<file path="src/rtl/exu_div_pkg.sv">
// Shared encodings and helpers for the EXU divider control front-end.
// Controller FSM states, RV64M divide op encodings and 32-to-64 sign extension.
package exu_div_pkg;

   localparam logic [1:0] DIV_OP_DIV  = 2'b00;
   localparam logic [1:0] DIV_OP_DIVU = 2'b01;
   localparam logic [1:0] DIV_OP_REM  = 2'b10;
   localparam logic [1:0] DIV_OP_REMU = 2'b11;

   typedef enum logic [1:0] {
      IDLE  = 2'd0,
      ISSUE = 2'd1,
      WAIT  = 2'd2,
      RESP  = 2'd3
   } div_state_t;

   function automatic logic [63:0] sext32(input logic [31:0] v);
      return {{32{v[31]}}, v};
   endfunction

endpackage

</file>
<file path="src/rtl/exu_div_ctrl_if.sv">
// Issue, writeback and divider-core signal bundle of exu_div_ctrl.
// slave = the controller, master = its surroundings (EXU issue, writeback, core).
interface exu_div_ctrl_if #(
   parameter int TAG_W = 5,
   parameter int XLEN  = 64
);
   logic             flush;
   logic             in_valid;
   logic             in_ready;
   logic [1:0]       in_op;
   logic             in_word;
   logic [XLEN-1:0]  in_rs1;
   logic [XLEN-1:0]  in_rs2;
   logic [TAG_W-1:0] in_tag;
   logic             out_valid;
   logic             out_ready;
   logic [XLEN-1:0]  out_data;
   logic [TAG_W-1:0] out_tag;
   logic             div_valid;
   logic             div_ready;
   logic             div_flush;
   logic             div_divw;
   logic [1:0]       div_signed;
   logic [XLEN-1:0]  div_dividend;
   logic [XLEN-1:0]  div_divisor;
   logic             div_out_valid;
   logic [XLEN-1:0]  div_quotient;
   logic [XLEN-1:0]  div_remainder;

   modport slave (
      input  flush, in_valid, in_op, in_word, in_rs1, in_rs2, in_tag, out_ready,
             div_ready, div_out_valid, div_quotient, div_remainder,
      output in_ready, out_valid, out_data, out_tag,
             div_valid, div_flush, div_divw, div_signed, div_dividend, div_divisor
   );

   modport master (
      output flush, in_valid, in_op, in_word, in_rs1, in_rs2, in_tag, out_ready,
             div_ready, div_out_valid, div_quotient, div_remainder,
      input  in_ready, out_valid, out_data, out_tag,
             div_valid, div_flush, div_divw, div_signed, div_dividend, div_divisor
   );
endinterface

</file>
<file path="src/rtl/exu_div_special.sv">
// Combinational divide-by-zero / signed-overflow detection and their architectural result.
// W variants use the low 32 bits of each operand and return a sign-extended 32-bit result.
module exu_div_special
   import exu_div_pkg::*;
(
   input  logic [63:0] a,
   input  logic [63:0] b,
   input  logic        word,
   input  logic        is_signed,
   input  logic        is_rem,
   output logic        zero_div,
   output logic        overflow,
   output logic        special,
   output logic [63:0] result
);
   logic [63:0] a_eff;
   logic [63:0] b_eff;
   logic [63:0] min_neg;
   logic [63:0] quot;
   logic [63:0] rem;
   logic [63:0] sel;

   // Sign-extending the W operands lets one set of 64-bit compares serve both widths.
   assign a_eff    = word ? sext32(a[31:0]) : a;
   assign b_eff    = word ? sext32(b[31:0]) : b;
   assign min_neg  = word ? 64'hFFFF_FFFF_8000_0000 : 64'h8000_0000_0000_0000;

   assign zero_div = (b_eff == 64'd0);
   assign overflow = is_signed & (b_eff == 64'hFFFF_FFFF_FFFF_FFFF) & (a_eff == min_neg);
   assign special  = zero_div | overflow;

   assign quot     = zero_div ? 64'hFFFF_FFFF_FFFF_FFFF : a_eff;
   assign rem      = zero_div ? a_eff : 64'd0;
   assign sel      = is_rem ? rem : quot;
   assign result   = word ? sext32(sel[31:0]) : sel;
endmodule

</file>
<file path="src/rtl/exu_div_ctrl.sv">
// Divider control front-end: decodes RV64M DIV/REM(+W), resolves special cases locally,
// launches the radix-2 core otherwise and holds the result under writeback backpressure.
// Optional macro DIV_RESULT_CACHE_EN adds a 1-entry cache of the last core completion.
module exu_div_ctrl
   import exu_div_pkg::*;
#(
   parameter int TAG_W = 5,
   parameter int XLEN  = 64
)(
   input logic          clk,
   input logic          rst,
   exu_div_ctrl_if.slave bus
);
   div_state_t       state_r, state_s;
   logic             is_rem_r, signed_r, word_r;
   logic [XLEN-1:0]  rs1_r, rs2_r;
   logic [TAG_W-1:0] tag_r;
   logic [XLEN-1:0]  out_data_r;
   logic [TAG_W-1:0] out_tag_r;

   logic             in_ready_s, accept_s, in_is_rem_s, in_signed_s;
   logic             spec_hit_s, spec_zero_s, spec_ovf_s, cache_hit_s, fast_s, capture_s;
   logic [XLEN-1:0]  spec_result_s, cache_result_s, fast_result_s, core_sel_s, core_result_s;

   assign in_ready_s  = (state_r == IDLE) & ~bus.flush & ~rst;
   assign accept_s    = bus.in_valid & in_ready_s;
   assign in_is_rem_s = bus.in_op[1];
   assign in_signed_s = ~bus.in_op[0];

   exu_div_special u_special (
      .a         (bus.in_rs1),
      .b         (bus.in_rs2),
      .word      (bus.in_word),
      .is_signed (in_signed_s),
      .is_rem    (in_is_rem_s),
      .zero_div  (spec_zero_s),
      .overflow  (spec_ovf_s),
      .special   (spec_hit_s),
      .result    (spec_result_s)
   );

`ifdef DIV_RESULT_CACHE_EN
   logic             cache_valid_r, cache_word_r, cache_signed_r;
   logic [XLEN-1:0]  cache_rs1_r, cache_rs2_r, cache_q_r, cache_r_r;
   logic [XLEN-1:0]  cache_sel_s;

   assign cache_hit_s    = cache_valid_r & (cache_rs1_r == bus.in_rs1) & (cache_rs2_r == bus.in_rs2)
                         & (cache_word_r == bus.in_word) & (cache_signed_r == in_signed_s);
   assign cache_sel_s    = in_is_rem_s ? cache_r_r : cache_q_r;
   assign cache_result_s = bus.in_word ? sext32(cache_sel_s[31:0]) : cache_sel_s;

   // Result cache: refilled on every captured core completion, survives flush.
   always_ff @(posedge clk) begin
      if (rst) begin
         cache_valid_r  <= 1'b0;
         cache_word_r   <= 1'b0;
         cache_signed_r <= 1'b0;
         cache_rs1_r    <= {XLEN{1'b0}};
         cache_rs2_r    <= {XLEN{1'b0}};
         cache_q_r      <= {XLEN{1'b0}};
         cache_r_r      <= {XLEN{1'b0}};
      end else if (capture_s) begin
         cache_valid_r  <= 1'b1;
         cache_word_r   <= word_r;
         cache_signed_r <= signed_r;
         cache_rs1_r    <= rs1_r;
         cache_rs2_r    <= rs2_r;
         cache_q_r      <= bus.div_quotient;
         cache_r_r      <= bus.div_remainder;
      end
   end
`else
   assign cache_hit_s    = 1'b0;
   assign cache_result_s = {XLEN{1'b0}};
`endif

   assign fast_s        = spec_hit_s | cache_hit_s;
   assign fast_result_s = spec_hit_s ? spec_result_s : cache_result_s;
   assign capture_s     = (state_r == WAIT) & bus.div_out_valid & ~bus.flush;
   assign core_sel_s    = is_rem_r ? bus.div_remainder : bus.div_quotient;
   assign core_result_s = word_r ? sext32(core_sel_s[31:0]) : core_sel_s;

   // Next-state logic; flush overrides every transition.
   always_comb begin
      state_s = state_r;
      if (bus.flush) begin
         state_s = IDLE;
      end else begin
         case (state_r)
            IDLE:    if (accept_s) state_s = fast_s ? RESP : ISSUE; else state_s = IDLE;
            ISSUE:   if (bus.div_ready) state_s = WAIT; else state_s = ISSUE;
            WAIT:    if (bus.div_out_valid) state_s = RESP; else state_s = WAIT;
            RESP:    if (bus.out_ready) state_s = IDLE; else state_s = RESP;
            default: state_s = IDLE;
         endcase
      end
   end

   // State, captured operation and held result.
   always_ff @(posedge clk) begin
      if (rst) begin
         state_r    <= IDLE;
         is_rem_r   <= 1'b0;
         signed_r   <= 1'b0;
         word_r     <= 1'b0;
         rs1_r      <= {XLEN{1'b0}};
         rs2_r      <= {XLEN{1'b0}};
         tag_r      <= {TAG_W{1'b0}};
         out_data_r <= {XLEN{1'b0}};
         out_tag_r  <= {TAG_W{1'b0}};
      end else begin
         state_r <= state_s;
         if (accept_s) begin
            is_rem_r <= in_is_rem_s;
            signed_r <= in_signed_s;
            word_r   <= bus.in_word;
            rs1_r    <= bus.in_rs1;
            rs2_r    <= bus.in_rs2;
            tag_r    <= bus.in_tag;
         end
         if (accept_s && fast_s) begin
            out_data_r <= fast_result_s;
            out_tag_r  <= bus.in_tag;
         end else if (capture_s) begin
            out_data_r <= core_result_s;
            out_tag_r  <= tag_r;
         end
      end
   end

   assign bus.in_ready     = in_ready_s;
   assign bus.out_valid    = (state_r == RESP);
   assign bus.out_data     = out_data_r;
   assign bus.out_tag      = out_tag_r;
   assign bus.div_valid    = (state_r == ISSUE);
   assign bus.div_flush    = bus.flush | rst;
   assign bus.div_divw     = word_r;
   assign bus.div_signed   = {2{signed_r}};
   assign bus.div_dividend = rs1_r;
   assign bus.div_divisor  = rs2_r;
endmodule
</file>
<file path="src/flat_wrapper.sv">
// flat-port wrapper written by rule: the top's interface ports become plain ports
module exu_div_ctrl_flat import exu_div_pkg::*;
#(
   parameter int TAG_W = 5,
   parameter int XLEN  = 64
)
  (clk, rst, bus_flush, bus_in_valid, bus_in_op, bus_in_word, bus_in_rs1, bus_in_rs2, bus_in_tag, bus_out_ready, bus_div_ready, bus_div_out_valid, bus_div_quotient, bus_div_remainder, bus_in_ready, bus_out_valid, bus_out_data, bus_out_tag, bus_div_valid, bus_div_flush, bus_div_divw, bus_div_signed, bus_div_dividend, bus_div_divisor);
  exu_div_ctrl_if #(.TAG_W(TAG_W), .XLEN(XLEN)) bus_i ();
  input logic clk;
  input logic rst;
  input wire logic [$bits(bus_i.flush)-1:0] bus_flush;
  input wire logic [$bits(bus_i.in_valid)-1:0] bus_in_valid;
  input wire logic [$bits(bus_i.in_op)-1:0] bus_in_op;
  input wire logic [$bits(bus_i.in_word)-1:0] bus_in_word;
  input wire logic [$bits(bus_i.in_rs1)-1:0] bus_in_rs1;
  input wire logic [$bits(bus_i.in_rs2)-1:0] bus_in_rs2;
  input wire logic [$bits(bus_i.in_tag)-1:0] bus_in_tag;
  input wire logic [$bits(bus_i.out_ready)-1:0] bus_out_ready;
  input wire logic [$bits(bus_i.div_ready)-1:0] bus_div_ready;
  input wire logic [$bits(bus_i.div_out_valid)-1:0] bus_div_out_valid;
  input wire logic [$bits(bus_i.div_quotient)-1:0] bus_div_quotient;
  input wire logic [$bits(bus_i.div_remainder)-1:0] bus_div_remainder;
  output wire logic [$bits(bus_i.in_ready)-1:0] bus_in_ready;
  output wire logic [$bits(bus_i.out_valid)-1:0] bus_out_valid;
  output wire logic [$bits(bus_i.out_data)-1:0] bus_out_data;
  output wire logic [$bits(bus_i.out_tag)-1:0] bus_out_tag;
  output wire logic [$bits(bus_i.div_valid)-1:0] bus_div_valid;
  output wire logic [$bits(bus_i.div_flush)-1:0] bus_div_flush;
  output wire logic [$bits(bus_i.div_divw)-1:0] bus_div_divw;
  output wire logic [$bits(bus_i.div_signed)-1:0] bus_div_signed;
  output wire logic [$bits(bus_i.div_dividend)-1:0] bus_div_dividend;
  output wire logic [$bits(bus_i.div_divisor)-1:0] bus_div_divisor;
  assign bus_i.flush = bus_flush;
  assign bus_i.in_valid = bus_in_valid;
  assign bus_i.in_op = bus_in_op;
  assign bus_i.in_word = bus_in_word;
  assign bus_i.in_rs1 = bus_in_rs1;
  assign bus_i.in_rs2 = bus_in_rs2;
  assign bus_i.in_tag = bus_in_tag;
  assign bus_i.out_ready = bus_out_ready;
  assign bus_i.div_ready = bus_div_ready;
  assign bus_i.div_out_valid = bus_div_out_valid;
  assign bus_i.div_quotient = bus_div_quotient;
  assign bus_i.div_remainder = bus_div_remainder;
  assign bus_in_ready = bus_i.in_ready;
  assign bus_out_valid = bus_i.out_valid;
  assign bus_out_data = bus_i.out_data;
  assign bus_out_tag = bus_i.out_tag;
  assign bus_div_valid = bus_i.div_valid;
  assign bus_div_flush = bus_i.div_flush;
  assign bus_div_divw = bus_i.div_divw;
  assign bus_div_signed = bus_i.div_signed;
  assign bus_div_dividend = bus_i.div_dividend;
  assign bus_div_divisor = bus_i.div_divisor;
  exu_div_ctrl #(.TAG_W(TAG_W), .XLEN(XLEN)) u_core (.clk(clk), .rst(rst), .bus(bus_i));
endmodule
</file>
<file path="config.mk">
export PLATFORM = sky130hd
export DESIGN_NAME = exu_div_ctrl_flat
export DESIGN_NICKNAME = d
export VERILOG_FILES = /design/src/rtl/exu_div_pkg.sv /design/src/rtl/exu_div_ctrl_if.sv /design/src/rtl/exu_div_special.sv /design/src/rtl/exu_div_ctrl.sv /design/src/flat_wrapper.sv
export SDC_FILE = /design/constraint.sdc
export NUM_CORES = 1
export LEC_CHECK = 0
export BUFFER_PORTS_ARGS = -buffer_cell sky130_fd_sc_hd__buf_2
export CAP_MARGIN = 0
export CORE_AREA = 2 2 184 186
export DETAILED_ROUTE_END_ITERATION = 16
export DIE_AREA = 0 0 186 188
export GPL_ROUTABILITY_DRIVEN = 0
export GPL_TIMING_DRIVEN = 1
export HOLD_SLACK_MARGIN = 0.06
export PLACE_DENSITY = 0.57
export SLEW_MARGIN = 10
export SYNTH_ARGS = -nofsm -noshare
export SYNTH_HDL_FRONTEND = slang
export SYNTH_SLANG_ARGS = --single-unit
</file>
<file path="constraint.sdc">
create_clock -name clk -period 4 [get_ports clk]
set_clock_uncertainty 0.15 [all_clocks]
set_input_delay 0.4 -clock clk [delete_from_list [all_inputs] [get_ports clk]]
set_output_delay 0.4 -clock clk [all_outputs]
set_load 0.01 [all_outputs]
</file>
==> flow_summary.yaml <==
yosys:
  synthesis.nets: 1581
  synth_edf_count: 0
  seq_area_frac_synth_pct: 40.46
  synthesis.area_sq_mm: 0.01024
  synth_seq_cells: 207
  synth_cells: 1310
  netlist_top_cells_area: "dfxtp_1 40%, nand2_1 11%, a21oi_1 7.9%"
  synthArstFlopShare_pct: 0
  yosys_warnings: 0
  synth_flop_cell: "dfxtp_1"
  yosysTopAreaCell: "dfxtp_1"
  syn_avg_cell_area_sq_um: 7.819
  synth_cell_types: 45
  synth_top_area_share_pct: 40.46
pwr:
  leakagePower_nw: 6.502
  intPower_mw: 3.895
  pwr-share-clk_pct: 45.3
  p_switching_mw: 1.308
  share_comb_of_total_power_pct: 13.6
  pwr_density_cell_mw_per_mm2: 341.9
  p_sw_share_pct: 25.14
  ir_worst_vdd_v: 0.0002541
  pwr-share-seq_pct: 41.0
setup_path:
  cp_cell_sequence: "dlygate4sd3_1 -> buf_2 -> or4b_1 -> or4_4 -> nor4_4 -> a22oi_1 -> a21oi_4 -> buf_4 -> nor2_1 -> a211oi_1"
  critPathBufInv: 3
  slowest_delay_ns: 0.55
  cp_max_fo: 51
  cp.arrival_ns: 3.89
  start_kind: "input port"
  critPathCaptureType: "flip-flop"
  cp_slowest_cell: "or4b_1"
  crit_type: "in2reg"
  required_ns: 4.26
  cpLargestDelayFamily: "simple AND/OR/NAND/NOR gates"
run:
  max_cap_violations: 0
route:
  drt_iter0_markers: 861
  vias: 11660
  drt_first_pass_iters: 5
  drc: 0
  ant_nets: 0
  wl_um: 43180
  vias_per_cell: 5.024
  wl_per_cell_um: 18.61
sta:
  setup_violations: 0
  setup_slack_ns: 0.3770
  slew_headroom_pct: 29.56
  tightest_slew_ns: 1.057
  slew_violations: 0
  max_freq_mhz: 276.0
  hold_ws_ns: 0.08824
  setup_tns_ns: 0
  hold_viol: 0
  period_needed_ns: 3.623
  grt_setup_unrepaired: "false"
  fin_crit_sh_pct: 90.57
cts:
  cts_setup_buffers: 0
  clockRootBuffer: "clkbuf_16"
  post_cts_resized: 0
  clockBufferDepth: 3
  cts_buffers: 25
  cts_tree: "yes"
  htreeDepth: 1
  cts.clk_slew.worst_paths_ns: 0.06
  insertion_delay_ns: 0.52
  numClockSinks: 207
floorplan:
  die_width_um: 186
  rows: 67
  initial_utilization_pct: 30.93
  io-pin-count: 475
  core_area_sq_mm: 0.03311
  die_h_um: 188
  dieArea_sq_mm: 0.03497
placed_design:
  place.port_buffers: 474
  post-place-ws_ns: 0.3623
  dp_hpwl_um: 30230
layout:
  drive_gt1_share_pct: 30.82
  fin_nets: 2127
  fillCellCount: 3291
  area_growth_pct: 48.55
  final_core_util_pct: 45.95
grt:
  grt_overflow: 0
  grt_max_degree: 196
  grt_pass1_vias: 11480
  grt_use_total_pct: 23.64
  grt_pass1_wl_um: 64840
  antenna_found_initial: 1
min_path:
  hp-class: "in2reg"
outcome:
  status: "finished, final reports clean"
-- routing by layer --
metal	part of all wire, %	wire length, um	global-route usage [%]
met4	3.1	1319	7.965
met1	43	18490	30.55
met3	7.5	3247	4.933
met5	0	0	0
met2	47	20130	38.96
-- flip-flops by register name (all words and copies together) (netlist names) --
signal	flops
u_core.is_rem_r	1
u_core.bus.div_divisor	64
u_core.tag_r	5
u_core.bus.div_divw	1
u_core.bus.out_data	64
u_core.state_r	2
u_core.bus.out_tag	5
u_core.signed_r	1
u_core.bus.div_dividend	64
-- layout make-up --
class,instances,area (sq um),area share [%]
Multi-Input combinational cell,918,5405,35.53
Sequential cell,207,4148,27.26
Timing Repair Buffer,637,3998,26.27
Clock buffer,34,729.5,4.794
Tap cell,448,560.5,3.684
Inverter,67,251.5,1.653
Clock inverter,9,120.1,0.7895
Antenna cell,1,2.502,0.01645
-- tightest hold or removal path, stage by stage --
cell and delay (ns):
buf_2 0.08, mux2i_1 0.08, o221ai_1 0.16
-- kinds of logic after synthesis --
kind of cell / share of synthesized area (%)
compound gates: 22.04
fa+ha+maj: 6.157
buf+inv: 7.085
flops: 40.46
mux: 3.225
simple gates: 21.04
-- worst paths after layout --
check	start	endpoint	slack, ns	cells after the start
min	bus_div_quotient[7]	u_core.bus.out_data[7]$_SDFFE_PP0P_	0.09	3
min reg2reg	u_core.bus.div_divisor[60]$_SDFFE_PP0P_	u_core.bus.div_divisor[60]$_SDFFE_PP0P_	0.30	2
max	bus_in_rs1[0]	u_core.bus.out_data[26]$_SDFFE_PP0P_	0.38	10
max reg2reg	u_core.is_rem_r$_SDFFE_PP0P_	u_core.bus.out_data[40]$_SDFFE_PP0P_	1.39	7
-- repair_timing --
| item | 4_1_cts | 5_1_grt |
|---|---|---|
| endpoints found under the setup margin | 0 | 0 |
| hold buffers | 143 | 0 |
| hold endpoints to repair | 144 | 0 |
-- stage by stage --
step | instance area [sq um] | total power [mW] | instances
finish | 15210 | 5.203 | 2321
floorplan | 10240 | 2.444 | 1310
global placement | 12930 | 2.766 | 2134
detailed placement | 12930 | 2.771 | 2134
CTS | 15210 | 5.268 | 2320
global route | 15210 | 5.418 | 2321
-- cells in the mapped netlist, drive strengths merged (5+ instances only) --
master and number:
a221o 5, nand4 20, buf 19, nor2 47, inv 67, a21oi 162
and3 5, o21ai 67, clkbuf 99, nand2 311, a221oi 32, mux2i 33
dfxtp 207, nand3 10, maj3 63, a211oi 57, nor2b 34, o221ai 8
nor4 29
-- placed cells by master (no fill, tap or decap), types with 33 or more instances in the layout --
cell             n
dfxtp_1        206
nand2_1        310
maj3_1          63
nor2b_1         34
inv_1           67
a21oi_1        161
nor2_1          46
dlygate4sd3_1  143
a211oi_1        56
buf_2          473
mux2i_1         33
o21ai_0         37
-- power groups by stage --
stage	Sequential, mW	Clock, mW	Combinational (mW)
finish	2.14	2.36	0.709
global route	2.14	2.51	0.765
CTS	2.13	2.43	0.705
detailed placement	2.18	0	0.591
global placement	2.18	0	0.588
floorplan	2.20	0	0.243
No activity file was read; power rests on OpenSTA's default activity.
